<file path="config.mk">
export PLATFORM = sky130hd
export DESIGN_NAME = sample_framer
export DESIGN_NICKNAME = d
export VERILOG_FILES = /design/src/rtl/sample_framer.sv
export SDC_FILE = /design/constraint.sdc
export NUM_CORES = 2
export LEC_CHECK = 0
export CAP_MARGIN = 0
export CORE_MARGIN = 2
export CORE_UTILIZATION = 35
export DETAILED_ROUTE_END_ITERATION = 8
export RECOVER_POWER = 100
export SLEW_MARGIN = 15
export SYNTH_ARGS = -nofsm -noshare
export SYNTH_HDL_FRONTEND = slang
export SYNTH_SLANG_ARGS = --single-unit
</file>
<file path="constraint.sdc">
create_clock -name clk -period 4.7 [get_ports clk]
set_input_delay 0.94 -clock clk [delete_from_list [all_inputs] [get_ports clk]]
set_output_delay 0.94 -clock clk [all_outputs]
set_load 0.05 [all_outputs]
</file>
<file path="src/rtl/sample_framer.sv">
// Double-buffered capture of a continuous sample stream into N-sample frames
// for the FFT. Drives the write side of the FFT start/done handshake.
module sample_framer #(
    parameter int WIDTH = 12,
    parameter int N     = 64
) (
    input  logic                   clk,
    input  logic                   rst,
    input  logic                   sample_valid,
    input  logic [WIDTH-1:0]       sample_in,
    input  logic                   fft_done,
    output logic                   fft_start,
    output logic [WIDTH-1:0]       time_samples [0:N-1],
    output logic [$clog2(N)-1:0]   fill_count,
    output logic                   overrun,
    output logic [7:0]             dropped_frames
);

    localparam int PW = $clog2(N);

    typedef enum logic [1:0] {
        IDLE,
        START,
        WAIT
    } state_t;

    state_t          state;
    state_t          state_next;
    logic [WIDTH-1:0] bank0 [0:N-1];
    logic [WIDTH-1:0] bank1 [0:N-1];
    logic            rd_sel;
    logic [PW-1:0]   wr_ptr;
    logic            frame_done;
    logic            accept;
    logic            drop;

    always_comb begin
        frame_done = sample_valid && (wr_ptr == PW'(N - 1));
        accept     = 1'b0;
        state_next = state;
        case (state)
            IDLE: begin
                if (frame_done) begin
                    accept     = 1'b1;
                    state_next = START;
                end
            end
            START: state_next = WAIT;
            WAIT: begin
                // A completion coinciding with fft_done is taken, not dropped
                if (fft_done) begin
                    if (frame_done) begin
                        accept     = 1'b1;
                        state_next = START;
                    end else begin
                        state_next = IDLE;
                    end
                end
            end
            default: state_next = IDLE;
        endcase
        drop = frame_done && !accept;
    end

    always_ff @(posedge clk) begin
        if (rst) begin
            state          <= IDLE;
            rd_sel         <= 1'b0;
            wr_ptr         <= '0;
            overrun        <= 1'b0;
            dropped_frames <= '0;
            for (int unsigned i = 0; i < N; i++) begin
                bank0[i] <= '0;
                bank1[i] <= '0;
            end
        end else begin
            state   <= state_next;
            overrun <= drop;
            if (drop && dropped_frames != 8'hFF)
                dropped_frames <= dropped_frames + 8'd1;
            // The write bank is always the one not selected for reading
            if (sample_valid) begin
                if (rd_sel)
                    bank0[wr_ptr] <= sample_in;
                else
                    bank1[wr_ptr] <= sample_in;
                wr_ptr <= wr_ptr + 1'b1;
            end
            if (accept)
                rd_sel <= ~rd_sel;
        end
    end

    always_comb begin
        for (int unsigned i = 0; i < N; i++)
            time_samples[i] = rd_sel ? bank1[i] : bank0[i];
    end

    assign fft_start  = (state == START);
    assign fill_count = wr_ptr;

endmodule
</file>
# Word level (Yosys, flattened, before mapping)
# Memory sizes are Yosys's and may differ from the RTL's.
# Cells that the tools add are included.
[totals]
reg_bits = 18
latch_bits = 0
mem_bits_rw = 1536
mem_bits_ro = 0
input_bits = 16
output_inout_bits = 784
mem_count = 2
[memory_table]
columns = ["memory", "depth", "width", "read_ports", "rd_clocked_by_memory_dff", "wr", "line", "rtl"]
rows = [
  ["bank0", 64, 12, 64, 0, 64, "29", "logic [WIDTH-1:0] bank0 [0:N-1];"],
  ["bank1", 64, 12, 64, 0, 64, "30", "logic [WIDTH-1:0] bank1 [0:N-1];"],
]
[op_classes]
n_addsub = 2
n_mul = 0
div_mod_pow = 0
order_cmp = 0
eq_ne = 6
shift = 0
mux = 87
bitwise_logic = 1
n_reduce_logical = 8
[ops]
columns = ["op", "n"]
rows = [
  ["12-bit 2-to-1 mux", 66],
  ["12-bit OR reduction", 2],
  ["1-bit 2-to-1 mux", 15],
  ["6-bit 2-to-1 mux", 2],
  ["8-bit by 1-bit adder with 8-bit output, second input constant", 1],
  ["8-bit != test, second input constant", 1],
  ["6-bit by 1-bit adder with 6-bit output, second input constant", 1],
  ["6-bit equality test, second input constant", 1],
  ["2-bit case mux with 3 select lines", 1],
  ["2-bit 2-to-1 mux", 2],
  ["2-bit != test, second input constant", 2],
  ["1-bit logical AND", 3],
  ["2-bit by 1-bit equality test with 1-bit output, second input constant", 1],
  ["2-bit equality test, second input constant", 1],
  ["2-bit logical NOT", 1],
  ["1-bit case mux with 2 select lines", 1],
  ["2-bit AND reduction", 1],
  ["1-bit logical NOT", 1],
  ["1-bit inverter", 1],
]

# Longest topological paths before layout
[logic_depth]
ltp_word = 8
depth_mapped = 8
ltp_nobuf = 5

# Worst setup path before layout
# No wires, ideal clock.
[synth_timing]
kind = "input-to-reg"
startpoint = "input sample_valid"
endpoint = "memory bank0[61][0] (enable)"
setup_time_ns = 0.398
t_arrival_ns = 2.623
required_time_ns = 4.302
path_slack_ns = 1.679
path_stages = 5
path_cell_list = "buf_4 -> and4b_1 -> nand3_1 -> buf_2 -> o21ai_0"
[synth_lines]
columns = ["element", "line", "rtl"]
rows = [
  ["start: declaration", "9", "input logic sample_valid,"],
  ["end: declaration", "29", ""],
]

==> flow_summary_export.csv <==
group,metric,value,unit
floorplan,die_h,446,µm
timing,skew,0.0224,ns
setup_path,startpoint_type,"flop",
clocking,htreeDepth,4,
grt,grt_max_degree,129,
clocking,cts.root.buffer_cell,"clkbuf_16",
drt,viasPerCell,4.96,
final_layout,final_nets,5407,
setup_path,worstPathArrival,3.57,ns
synthesis,synth-edff-count,1536,
synthesis,yosysSeqAreaShare,67.9,%
setup_path,crit_type,"reg2out",
floorplan,fp.dieArea,199000,µm²
power_and_ir_drop,p_comb_share,10.0,%
drt,initialDrtViolationCount,3012,
floorplan,fp.dieW,446,µm
drt,avgRoutedWirePerCell,27.9,µm
final_layout,final_common_cell,"edfxtp_1",
timing,hold_violations,0,
clocking,path_clk_slew,0.06,ns
final_layout,layout-drive-gt1-share,20.4,%
run_status,violations,"max-capacitance violations, max-slew violations",
synthesis,syn-num-nets,4682,
synthesis,ys_seq_elements,1554,
setup_path,endpoint_kind,"primary output",
power_and_ir_drop,p_leak,28.5,nW
drt,ant_nets,0,
clocking,cts_setup_buffers,0,
timing,tightest_slew,2.32,ns
grt,grt.overflow.total,0,
power_and_ir_drop,fin_total_pwr,0.0324,W
setup_path,cp_data_required_time,3.76,ns
floorplan,io_pins,800,
final_layout,fillCellCount,17500,
grt,antenna_found_initial,16,
setup_path,rr_worst_depth,4,
final_layout,areaGrowthSynthToFinish,23.3,%
clocking,cts_hold_buf,0,
clocking,cts_made_buffers,173,
setup_path,worstPathMaxFanout,62,
power_and_ir_drop,p_int,0.0241,W
timing,period_share,96.1,%
setup_path,r2r_slack,0.58,ns
clocking,post_cts_resized,0,
grt,grt_pass1_wl,310,mm
timing,drv_slew,295,
power_and_ir_drop,p_seq_share,49.3,%
placement,numPortBuffers,799,
synthesis,synth_warnings,0,
drt,firstDrtPassIters,5,
power_and_ir_drop,clkPwrFrac,40.7,%
timing,min_period,4.51,ns
placement,gp_congestion,0.822,
min_path,hold_end,"rd_sel",
timing,tns,0,ns
power_and_ir_drop,p_sw,0.00832,W
timing,slew_headroom,-56.1,%
drt,routed_wl,226,mm
synthesis,synth.distinct_cells,50,
clocking,cts.sink_count,1554,
floorplan,start_util,35.2,%
power_and_ir_drop,p_sw_share,25.7,%
synthesis,avgSynthCellArea,14.7,µm²
placement,dp_hpwl,148,mm
drt,dr_total_vias,40100,
timing,setup_violations,0,
clocking,clkLatencyLatePin,0.84,ns
grt,grt_pass1_vias,39700,
synthesis,ys.flop_type,"edfxtp_1",
setup_path,reg2reg_to,"bank1[0][2]",
run_status,status,"finished, violations left",
power_and_ir_drop,p_per_area,384,nW/µm²
timing,rsz0062_at_grt,"no",
clocking,clock_path_buffers,3,
min_path,hold_start,"rst",
synthesis,synthCells,4664,
min_path,holdPathStages,2,
drt,drc_errors,0,
power_and_ir_drop,peakVddDrop,284,µV
clocking,tritoncts,"built",
setup_path,r2r_start,"rd_sel",
final_layout,layout_common_cells,"edfxtp_1, and2_0, mux2_2",
synthesis,netlist_area,68400,µm²
flow_run,maxCapViolCount,21,
timing,clock.fmax,0.221,GHz
synthesis,async_reset_ff_share,0,%
grt,grt_usage,22.1,%
min_path,hold_path_class,"in2reg",
floorplan,rows,162,
floorplan,coreArea,195000,µm²
## metrics by stage
step	hold slack, ns	cell area, µm²	std cells	setup WS, ns	util, %
2_1_floorplan	0.540	68400	4664	1.68	-
3_3_place_gp	0.498	79500	7755	0.682	40.9
3_5_place_dp	0.494	79600	7756	0.552	40.9
4_1_cts	0.421	85000	8073	0.102	43.7
5_1_grt	0.451	84400	8075	0.0534	43.4
6_report	0.485	84400	8086	0.185	43.4
## sequential cells by signal, summed over array words and instances, names as in the netlist
name	count
dropped_frames	8
rd_sel	1
bank0	768
bank1	768
overrun	1
state	2
fill_count	6
## layout make-up
type	count	area, µm²	share of cell area [%]
diodes	13	32.5	0.0385
clock buffers	216	4530	5.37
clock inverters	101	881	1.04
inverters	2	10.0	0.0119
multi-input cells	2666	20100	23.8
flip-flops and latches	1554	46500	55.1
well taps	2542	3180	3.77
repair buffers	992	9220	10.9
## worst max-delay path: stages, from the launching register on
cell and delay (ns):
dfxtp_4 0.86, buf_6 0.56, mux2_2 0.29, dlygate4sd3_1 0.93
## synth_stat cells, types with 2 or more instances
cell         n  area [µm²]
buf_2       81         405
buf_1        4        15.0
or4_1        4        30.0
clkbuf_2    28         140
xor2_1       4        35.0
nand3_1      8        40.0
buf_6        2        22.5
inv_1        2        7.51
and4bb_2     2        25.0
and2_1    1536        9610
or2_2        3        18.8
o41ai_1      2        17.5
nand4_1      3        18.8
nand2b_1     6        37.5
mux2_2     768        8650
nor2b_1      4        25.0
buf_4        5        37.5
o31ai_1      3        22.5
o21ai_0    129         646
ha_1         2        25.0
nor2_4       2        22.5
nor2_2       6        37.5
nand2_1     18        67.6
clkbuf_1   322        1210
and2b_1      2        15.0
nor2_1     129         484
nand2_2      4        25.0
or3_1        4        25.0
dfxtp_1     18         360
edfxtp_1  1536       46100
nand3_2      2        20.0
a21oi_1      7        35.0
## metal layers
metal  GRT usage (%)  vias up  part of all wire [%]
met5               0        -                     0
met4            10.0        0                   5.3
met3            3.20      368                   5.3
met2            38.2     1305                    50
met1            27.4    20600                    39
li1                -    17800                     -
## worst max-delay path by stage
stage                     cells after the start  slack (ns)                 to         start
after floorplan                               5        1.68       bank0[61][0]  sample_valid
after global routing                          3        0.05  time_samples[667]        rd_sel
final                                         3        0.19  time_samples[651]        rd_sel
after CTS                                     4        0.10  time_samples[295]        rd_sel
after global placement                        4        0.68       bank1[26][3]  sample_valid
after detailed placement                      4        0.55       bank1[26][5]  sample_valid
## power groups by stage
stage / clock, W / sequential [W] / combinational, W
final: 0.0132 / 0.0160 / 0.00323
after CTS: 0.0134 / 0.0160 / 0.00346
after global routing: 0.0139 / 0.0160 / 0.00332
after floorplan: 0 / 0.0162 / 0.00198
after detailed placement: 0 / 0.0163 / 0.00344
after global placement: 0 / 0.0162 / 0.00344
## logic make-up after synthesis
kind of cell / synth area share (%)
DFF: 67.9
buffers and inverters: 2.68
and+or+nand+nor: 15.5
AOI/OAI and AO/OA: 1.12
adders and majority gates: 0.0366
xor gates and xnor gates: 0.0640
muxes: 12.7
Power figures use the tool's default switching activity.
